### config.mk
export PLATFORM = sky130hd
export DESIGN_NAME = lsu_mem_responder
export DESIGN_NICKNAME = d
export VERILOG_FILES = /design/src/rtl/lsu_mem_responder.sv
export SDC_FILE = /design/constraint.sdc
export NUM_CORES = 2
export LEC_CHECK = 0
export ABC_AREA = 1
export CAP_MARGIN = 20
export CELL_PAD_IN_SITES_DETAIL_PLACEMENT = 0
export CELL_PAD_IN_SITES_GLOBAL_PLACEMENT = 1
export CORE_MARGIN = 3
export CORE_UTILIZATION = 44
export DETAILED_ROUTE_END_ITERATION = 16
export DONT_BUFFER_PORTS = 1
export PLACE_DENSITY_LB_ADDON = 0.1
export SYNTH_ARGS = -nofsm -noshare
export SYNTH_HDL_FRONTEND = slang
export SYNTH_SLANG_ARGS = --single-unit
### constraint.sdc
create_clock -name clk -period 9.7 [get_ports clk]
set_input_delay 1.94 -clock clk [delete_from_list [all_inputs] [get_ports clk]]
set_output_delay 1.94 -clock clk [all_outputs]
set_load 0.1 [all_outputs]
### src/rtl/lsu_mem_responder.sv
// lsu_mem_responder
//   Shared single-port memory serving NUM_CHANNELS load/store channels.
//   Each channel contributes two requesters (read at index ch, write at
//   index NUM_CHANNELS+ch). Every requester walks IDLE -> ACCESS -> RESPOND.
//   A round-robin arbiter grants one IDLE requester per edge. Because ACCESS
//   lasts exactly one cycle, at most one requester owns the array at a time.
//
// Ports
//   clk               rising-edge clock
//   reset             asynchronous active-low reset (array contents preserved)
//   mem_read_valid    per-channel read request
//   mem_read_address  packed read addresses, channel i at [i*ADDR_BITS +: ADDR_BITS]
//   mem_read_ready    per-channel read response (four-phase handshake)
//   mem_read_data     packed read data, held until the channel's next read
//   mem_write_valid   per-channel write request
//   mem_write_address packed write addresses
//   mem_write_data    packed write data
//   mem_write_ready   per-channel write acknowledge (four-phase handshake)
module lsu_mem_responder #(
  parameter int NUM_CHANNELS = 4,
  parameter int ADDR_BITS    = 8,
  parameter int DATA_BITS    = 8
) (
  input  logic                              clk,
  input  logic                              reset,
  input  logic [NUM_CHANNELS-1:0]           mem_read_valid,
  input  logic [NUM_CHANNELS*ADDR_BITS-1:0] mem_read_address,
  output logic [NUM_CHANNELS-1:0]           mem_read_ready,
  output logic [NUM_CHANNELS*DATA_BITS-1:0] mem_read_data,
  input  logic [NUM_CHANNELS-1:0]           mem_write_valid,
  input  logic [NUM_CHANNELS*ADDR_BITS-1:0] mem_write_address,
  input  logic [NUM_CHANNELS*DATA_BITS-1:0] mem_write_data,
  output logic [NUM_CHANNELS-1:0]           mem_write_ready
);

  localparam int N     = NUM_CHANNELS;
  localparam int R     = 2 * NUM_CHANNELS;
  localparam int IDX_W = (R > 1) ? $clog2(R) : 1;
  localparam int DEPTH = 2 ** ADDR_BITS;

  typedef enum logic [1:0] {IDLE, ACCESS, RESPOND} state_t;

  state_t                      state_q [R];
  state_t                      state_d [R];
  logic [ADDR_BITS-1:0]        addr_q  [R];
  logic [ADDR_BITS-1:0]        addr_d  [R];
  logic [N-1:0][DATA_BITS-1:0] wdata_q, wdata_d;
  logic [N-1:0][DATA_BITS-1:0] rdata_q, rdata_d;
  logic [N-1:0]                rready_q, rready_d;
  logic [N-1:0]                wready_q, wready_d;
  logic [IDX_W-1:0]            last_grant_q, last_grant_d;

  logic [DATA_BITS-1:0]        mem [DEPTH];

  logic [R-1:0]                req_valid;
  logic [ADDR_BITS-1:0]        req_addr [R];
  logic                        gnt_vld;
  logic [IDX_W-1:0]            gnt_idx;
  logic                        acc_vld, acc_wr;
  logic [ADDR_BITS-1:0]        acc_addr;
  logic [DATA_BITS-1:0]        acc_wdata, acc_rdata;

  // (base + k) mod R for 1 <= k <= R
  function automatic logic [IDX_W-1:0] wrap_idx(input logic [IDX_W-1:0] base, input int k);
    int s;
    s = int'(base) + k;
    if (s >= R) s = s - R;
    return IDX_W'(s);
  endfunction

  assign req_valid = {mem_write_valid, mem_read_valid};

  always_comb begin
    for (int c = 0; c < N; c++) begin
      req_addr[c]     = mem_read_address[c*ADDR_BITS +: ADDR_BITS];
      req_addr[N + c] = mem_write_address[c*ADDR_BITS +: ADDR_BITS];
    end
  end

  // Round-robin: scan from farthest to nearest so the requester closest to
  // last_grant+1 is the final (winning) assignment.
  always_comb begin
    gnt_vld = 1'b0;
    gnt_idx = '0;
    for (int k = R; k >= 1; k--) begin
      if (state_q[wrap_idx(last_grant_q, k)] == IDLE && req_valid[wrap_idx(last_grant_q, k)]) begin
        gnt_vld = 1'b1;
        gnt_idx = wrap_idx(last_grant_q, k);
      end
    end
  end

  // Single array port, owned by whichever requester is in ACCESS.
  always_comb begin
    acc_vld   = 1'b0;
    acc_wr    = 1'b0;
    acc_addr  = '0;
    acc_wdata = '0;
    for (int c = 0; c < N; c++) begin
      if (state_q[c] == ACCESS) begin
        acc_vld  = 1'b1;
        acc_addr = addr_q[c];
      end
      if (state_q[N + c] == ACCESS) begin
        acc_vld   = 1'b1;
        acc_wr    = 1'b1;
        acc_addr  = addr_q[N + c];
        acc_wdata = wdata_q[c];
      end
    end
  end

  assign acc_rdata = mem[acc_addr];

  always_comb begin
    for (int r = 0; r < R; r++) begin
      state_d[r] = state_q[r];
      addr_d[r]  = addr_q[r];
    end
    wdata_d      = wdata_q;
    rdata_d      = rdata_q;
    rready_d     = rready_q;
    wready_d     = wready_q;
    last_grant_d = gnt_vld ? gnt_idx : last_grant_q;

    for (int r = 0; r < R; r++) begin
      unique case (state_q[r])
        IDLE: begin
          if (gnt_vld && gnt_idx == IDX_W'(r)) begin
            state_d[r] = ACCESS;
            addr_d[r]  = req_addr[r];
          end
        end
        ACCESS:  state_d[r] = RESPOND;
        // Dropping valid in RESPOND completes the handshake; no re-grant on this edge.
        RESPOND: if (!req_valid[r]) state_d[r] = IDLE;
        default: state_d[r] = IDLE;
      endcase
    end

    for (int c = 0; c < N; c++) begin
      if (gnt_vld && gnt_idx == IDX_W'(N + c)) wdata_d[c] = mem_write_data[c*DATA_BITS +: DATA_BITS];

      if (state_q[c] == ACCESS) begin
        rdata_d[c]  = acc_rdata;
        rready_d[c] = 1'b1;
      end else if (state_q[c] == RESPOND && !req_valid[c]) begin
        rready_d[c] = 1'b0;
      end

      if (state_q[N + c] == ACCESS) begin
        wready_d[c] = 1'b1;
      end else if (state_q[N + c] == RESPOND && !req_valid[N + c]) begin
        wready_d[c] = 1'b0;
      end
    end
  end

  always_ff @(posedge clk or negedge reset) begin
    if (!reset) begin
      for (int r = 0; r < R; r++) state_q[r] <= IDLE;
      rdata_q      <= '0;
      rready_q     <= '0;
      wready_q     <= '0;
      last_grant_q <= IDX_W'(R - 1);
    end else begin
      for (int r = 0; r < R; r++) state_q[r] <= state_d[r];
      rdata_q      <= rdata_d;
      rready_q     <= rready_d;
      wready_q     <= wready_d;
      last_grant_q <= last_grant_d;
    end
  end

  // Captured request fields only matter while the requester is busy.
  always_ff @(posedge clk) begin
    for (int r = 0; r < R; r++) addr_q[r] <= addr_d[r];
    wdata_q <= wdata_d;
  end

  // Storage is never cleared by reset.
  always_ff @(posedge clk) begin
    if (acc_vld && acc_wr) mem[acc_addr] <= acc_wdata;
  end

  assign mem_read_ready  = rready_q;
  assign mem_write_ready = wready_q;
  assign mem_read_data   = rdata_q;

endmodule
==> parameters.txt <==
Parameter                              Value

Die
  Top Ports ... 146
  Core area ... 0.2098 mm2
  Horizontal extent of the die ... 465.6 um
  Effective utilization at floorplan ... 44.30%
  Overall die area ... 0.2168 mm2
  Site Rows ... 168
  Height of the chip ... 465.6 um

Route
  Total number of vias ... 62680
  TritonRoute pass-1 iters ... 8
  Routed WL ... 281600 um
  Final routed wire length divided by cell count ... 23.63 um
  Number of DRC violations after detailed-routing iteration 0 ... 6233
  Routed via count divided by cell count ... 5.260
  ANT nets after route ... 0
  Residual DRC count ... 0

Placed design
  Number of buffers added on ports ... 0
  Instance area after placement ... 0.09565 mm2
  HPWL after detailed placement ... 160700 um
  Global placement routability congestion ... 0.8351

Worst setup path
  Library cell contributing the largest single delay on the critical path ... sky130_fd_sc_hd__nor2_1
  Critical-path maximum fanout ... 87
  Reg-to-reg critical path endpoint ... mem_read_data[31]$_DFFE_PN0P_
  Launch point of the worst path ... state_q[2]$_DFFE_PN0P_
  CP bufs+invs ... 7
  Required time at the endpoint of the critical path ... 10.45 ns
  Element type at the critical path end ... flip-flop
  Maximum cell stage delay along the critical path ... 0.76 ns
  Startpoint kind of the worst setup timing path ... flip-flop
  Worst-case reg-to-reg path depth ... 28
  Cell type with the highest occurrence count on the critical path ... sky130_fd_sc_hd__nand2_1
  Data arrival time of the critical path ... 7.37 ns
  Minimum setup slack among reg-to-reg paths ... 3.08 ns
  Crit path capture ... mem_read_data[31]$_DFFE_PN0P_
  Number of cells on the critical path ... 28
  Worst flop-to-flop path startpoint ... state_q[2]$_DFFE_PN0P_
  CP top delay family ... simple AND/OR/NAND/NOR gates
  Classification of the worst setup path ... reg2reg

Finish
  Commonest non-fill, non-tap cells in the layout ... sky130_fd_sc_hd__nand2_1, sky130_fd_sc_hd__edfxtp_1, sky130_fd_sc_hd__nor2_1
  Final instance area ... 0.1029 mm2
  Final net count ... 9025
  Layout area overhead ... 10.71%
  Layout fillers ... 19297
  Layout Utilization ... 49.04%
  Most common cell after layout, fill and taps aside ... sky130_fd_sc_hd__nand2_1
  Share of cells above drive strength 1 ... 5.347%

Timing
  Final Skew ... 0.02771 ns
  Peak Freq ... 0.1511 GHz
  Worst slack on hold paths ... 0.5501 ns
  Minimum clock period ... 6.618 ns
  Tightest slew margin relative to the limit ... 26.31%
  Max-slew violation count ... 0
  Post-Route Setup TNS ... 0 ns
  Slew at the pin closest to its max-slew limit ... 1.105 ns
  Number of setup violations in the final report ... 0
  Unrepaired setup endpoints after global routing ... no
  Final hold viol count ... 0
  Post-route clock period utilization ... 68.22%

CTS
  Clock tree from TritonCTS ... done
  Total setup buffers inserted after CTS ... 0
  Post-cts gate resize count ... 0
  Clock buffer count from CTS ... 232
  Longest Clk Path Bufs ... 3
  Sinks on Clock Net ... 2203
  Root Buffer ... sky130_fd_sc_hd__clkbuf_16
  Latest clock arrival within the worst-skew pair ... 0.87 ns
  Clock slew seen by the registers of the worst setup and hold paths ... 0.06 ns
  H-Tree Level Count ... 4
  Hold-fix buffers at CTS ... 0

Yosys
  Adder-cell area share of the yosys netlist ... 0.02693%
  Simple-gate share of the synthesized area ... 25.27%
  Portion of netlist area occupied by mux cells ... 0.02154%
  Number of storage elements in the synthesis netlist ... 2203
  Number of instances in the synthesized netlist ... 9035
  Unique masters post-synth ... 43
  Net count after synthesis ... 9143
  Synth Area in Compound Gates ... 0.9977%
  Post-Synth XOR/XNOR Area ... 0.02827%
  Portion of synthesized cell area occupied by the leading cell type ... 69.28%
  Synth warnings ... 0
  Post-synth top area cell ... sky130_fd_sc_hd__edfxtp_1
  Avg Inst Size Synth ... 10.29 um2
  Post-synthesis sequential area ratio ... 70.87%
  Leading post-synthesis cells by cell area ... sky130_fd_sc_hd__edfxtp_1, sky130_fd_sc_hd__nand2_1, sky130_fd_sc_hd__nor2_1, sky130_fd_sc_hd__nand3_1, sky130_fd_sc_hd__buf_2
  Total standard cell area after synthesis ... 0.09293 mm2
  Largest family of logic cells by synthesized area ... simple AND/OR/NAND/NOR gates

Run status
  Outcome ... complete, no violations

Global route
  Gr ovfl total ... 0
  Vias in the first global route ... 59962
  Wire length of the first global-routing pass ... 414800 um
  Number of antenna violations at the first check in global routing ... 13
  GRT Resource Usage Total ... 25.69%
  Pin count of the biggest net entering global routing ... 176

Run
  Maxcap violations ... 0

Hold path
  Class of the most critical hold timing path ... reg2reg
## sequential cells by signal (all words and copies together), names as in the netlist
name	flops
mem_read_ready	4
state_q	16
mem_write_ready	4
wdata_q	32
mem_read_data	32
mem	2048
last_grant_q	3
addr_q	64
## layout make-up
type / instances / area [um2] / share of cell area, %
antenna: 3 / 7.507 / 0.007297
clock buffer: 303 / 6217 / 6.043
clock inverter: 122 / 1012 / 0.9839
inverter: 96 / 365.4 / 0.3551
multi-input combinational: 6264 / 24690 / 24.00
sequential: 2203 / 65860 / 64.02
tap: 2805 / 3510 / 3.411
timing repair buffer: 120 / 1221 / 1.187
## metal layers
layer	vias up	track usage [%]	share of wire, %
met5	-	0	0.0078
met4	4	6.639	2.3
met3	385	3.815	6.4
met2	1954	40.45	46
met1	30875	37.49	45
li1	29462	-	-
## worst reg2reg max path, delay by kind of cell, from the launching register on
kind / cells / cell delay (ns)
AOI/OAI and AO/OA: 1 / 0.20
buffers and inverters: 7 / 2.04
DFF: 1 / 0.39
and+or+nand+nor: 20 / 3.91
## cells by family (layout without fill, tap and decap cells)
family / after synthesis / count (layout)
adder cells (fa/ha/maj): 2 / 2
buffers and inverters: 568 / 641
AND/OR/NAND/NOR: 6088 / 6088
multiplexers: 2 / 2
flip-flops: 2203 / 2203
other: 0 / 3
AO/OA/AOI/OAI: 169 / 169
XOR/XNOR: 3 / 3
## synth_stat cells
master and instances:
sky130_fd_sc_hd__nor3_2 1, sky130_fd_sc_hd__a31oi_1 10, sky130_fd_sc_hd__xor2_1 2, sky130_fd_sc_hd__nor2_2 3, sky130_fd_sc_hd__dfstp_2 3, sky130_fd_sc_hd__xnor2_1 1
sky130_fd_sc_hd__or2_2 4, sky130_fd_sc_hd__a21oi_4 1, sky130_fd_sc_hd__nand2_2 11, sky130_fd_sc_hd__buf_4 8, sky130_fd_sc_hd__ha_1 2, sky130_fd_sc_hd__dfrtp_1 56
sky130_fd_sc_hd__and2_1 1, sky130_fd_sc_hd__nor3_1 5, sky130_fd_sc_hd__clkbuf_1 127, sky130_fd_sc_hd__a21boi_2 1, sky130_fd_sc_hd__o21ai_1 36, sky130_fd_sc_hd__clkinv_1 5
sky130_fd_sc_hd__edfxtp_1 2144, sky130_fd_sc_hd__nand3_1 339, sky130_fd_sc_hd__buf_2 300, sky130_fd_sc_hd__nor3b_1 1, sky130_fd_sc_hd__nor2_4 3, sky130_fd_sc_hd__or2_1 1
sky130_fd_sc_hd__inv_2 12, sky130_fd_sc_hd__nor2_1 463, sky130_fd_sc_hd__o221ai_1 1, sky130_fd_sc_hd__o31ai_1 2, sky130_fd_sc_hd__nand4_1 45, sky130_fd_sc_hd__inv_1 79
sky130_fd_sc_hd__o211ai_1 9, sky130_fd_sc_hd__buf_6 7, sky130_fd_sc_hd__o21a_1 1, sky130_fd_sc_hd__a22oi_1 1, sky130_fd_sc_hd__buf_1 30, sky130_fd_sc_hd__o21ai_0 86
sky130_fd_sc_hd__nand2_1 5210, sky130_fd_sc_hd__o21bai_1 4, sky130_fd_sc_hd__a21oi_1 14, sky130_fd_sc_hd__o22ai_1 2, sky130_fd_sc_hd__a21boi_0 1, sky130_fd_sc_hd__nand3b_1 1
sky130_fd_sc_hd__mux2i_1 2
## metrics by stage
step / cells / setup WS, ns
2_1_floorplan: 9035 / -0.9097
3_3_place_gp: 11485 / 3.101
3_5_place_dp: 11488 / 3.096
4_1_cts: 11913 / 3.090
5_1_grt: 11915 / 2.760
6_report: 11916 / 3.082
## worst min path at each step
stage | slack, ns | end | start | cells past startpoint
5_1_grt | 0.58 | last_grant_q[2]$_DFFE_PN1P_ | last_grant_q[2]$_DFFE_PN1P_ | 2
6_report | 0.55 | state_q[13]$_DFFE_PN0P_ | state_q[13]$_DFFE_PN0P_ | 2
2_1_floorplan | 0.51 | state_q[13]$_DFFE_PN0P_ | state_q[13]$_DFFE_PN0P_ | 2
3_5_place_dp | 0.54 | state_q[13]$_DFFE_PN0P_ | state_q[13]$_DFFE_PN0P_ | 2
3_3_place_gp | 0.53 | state_q[5]$_DFFE_PN0P_ | state_q[5]$_DFFE_PN0P_ | 2
4_1_cts | 0.55 | last_grant_q[2]$_DFFE_PN1P_ | last_grant_q[2]$_DFFE_PN1P_ | 2
Power is left out: the tool's default activity adds up to more than one toggle a clock period on the data nets, which glitch-free logic cannot reach.
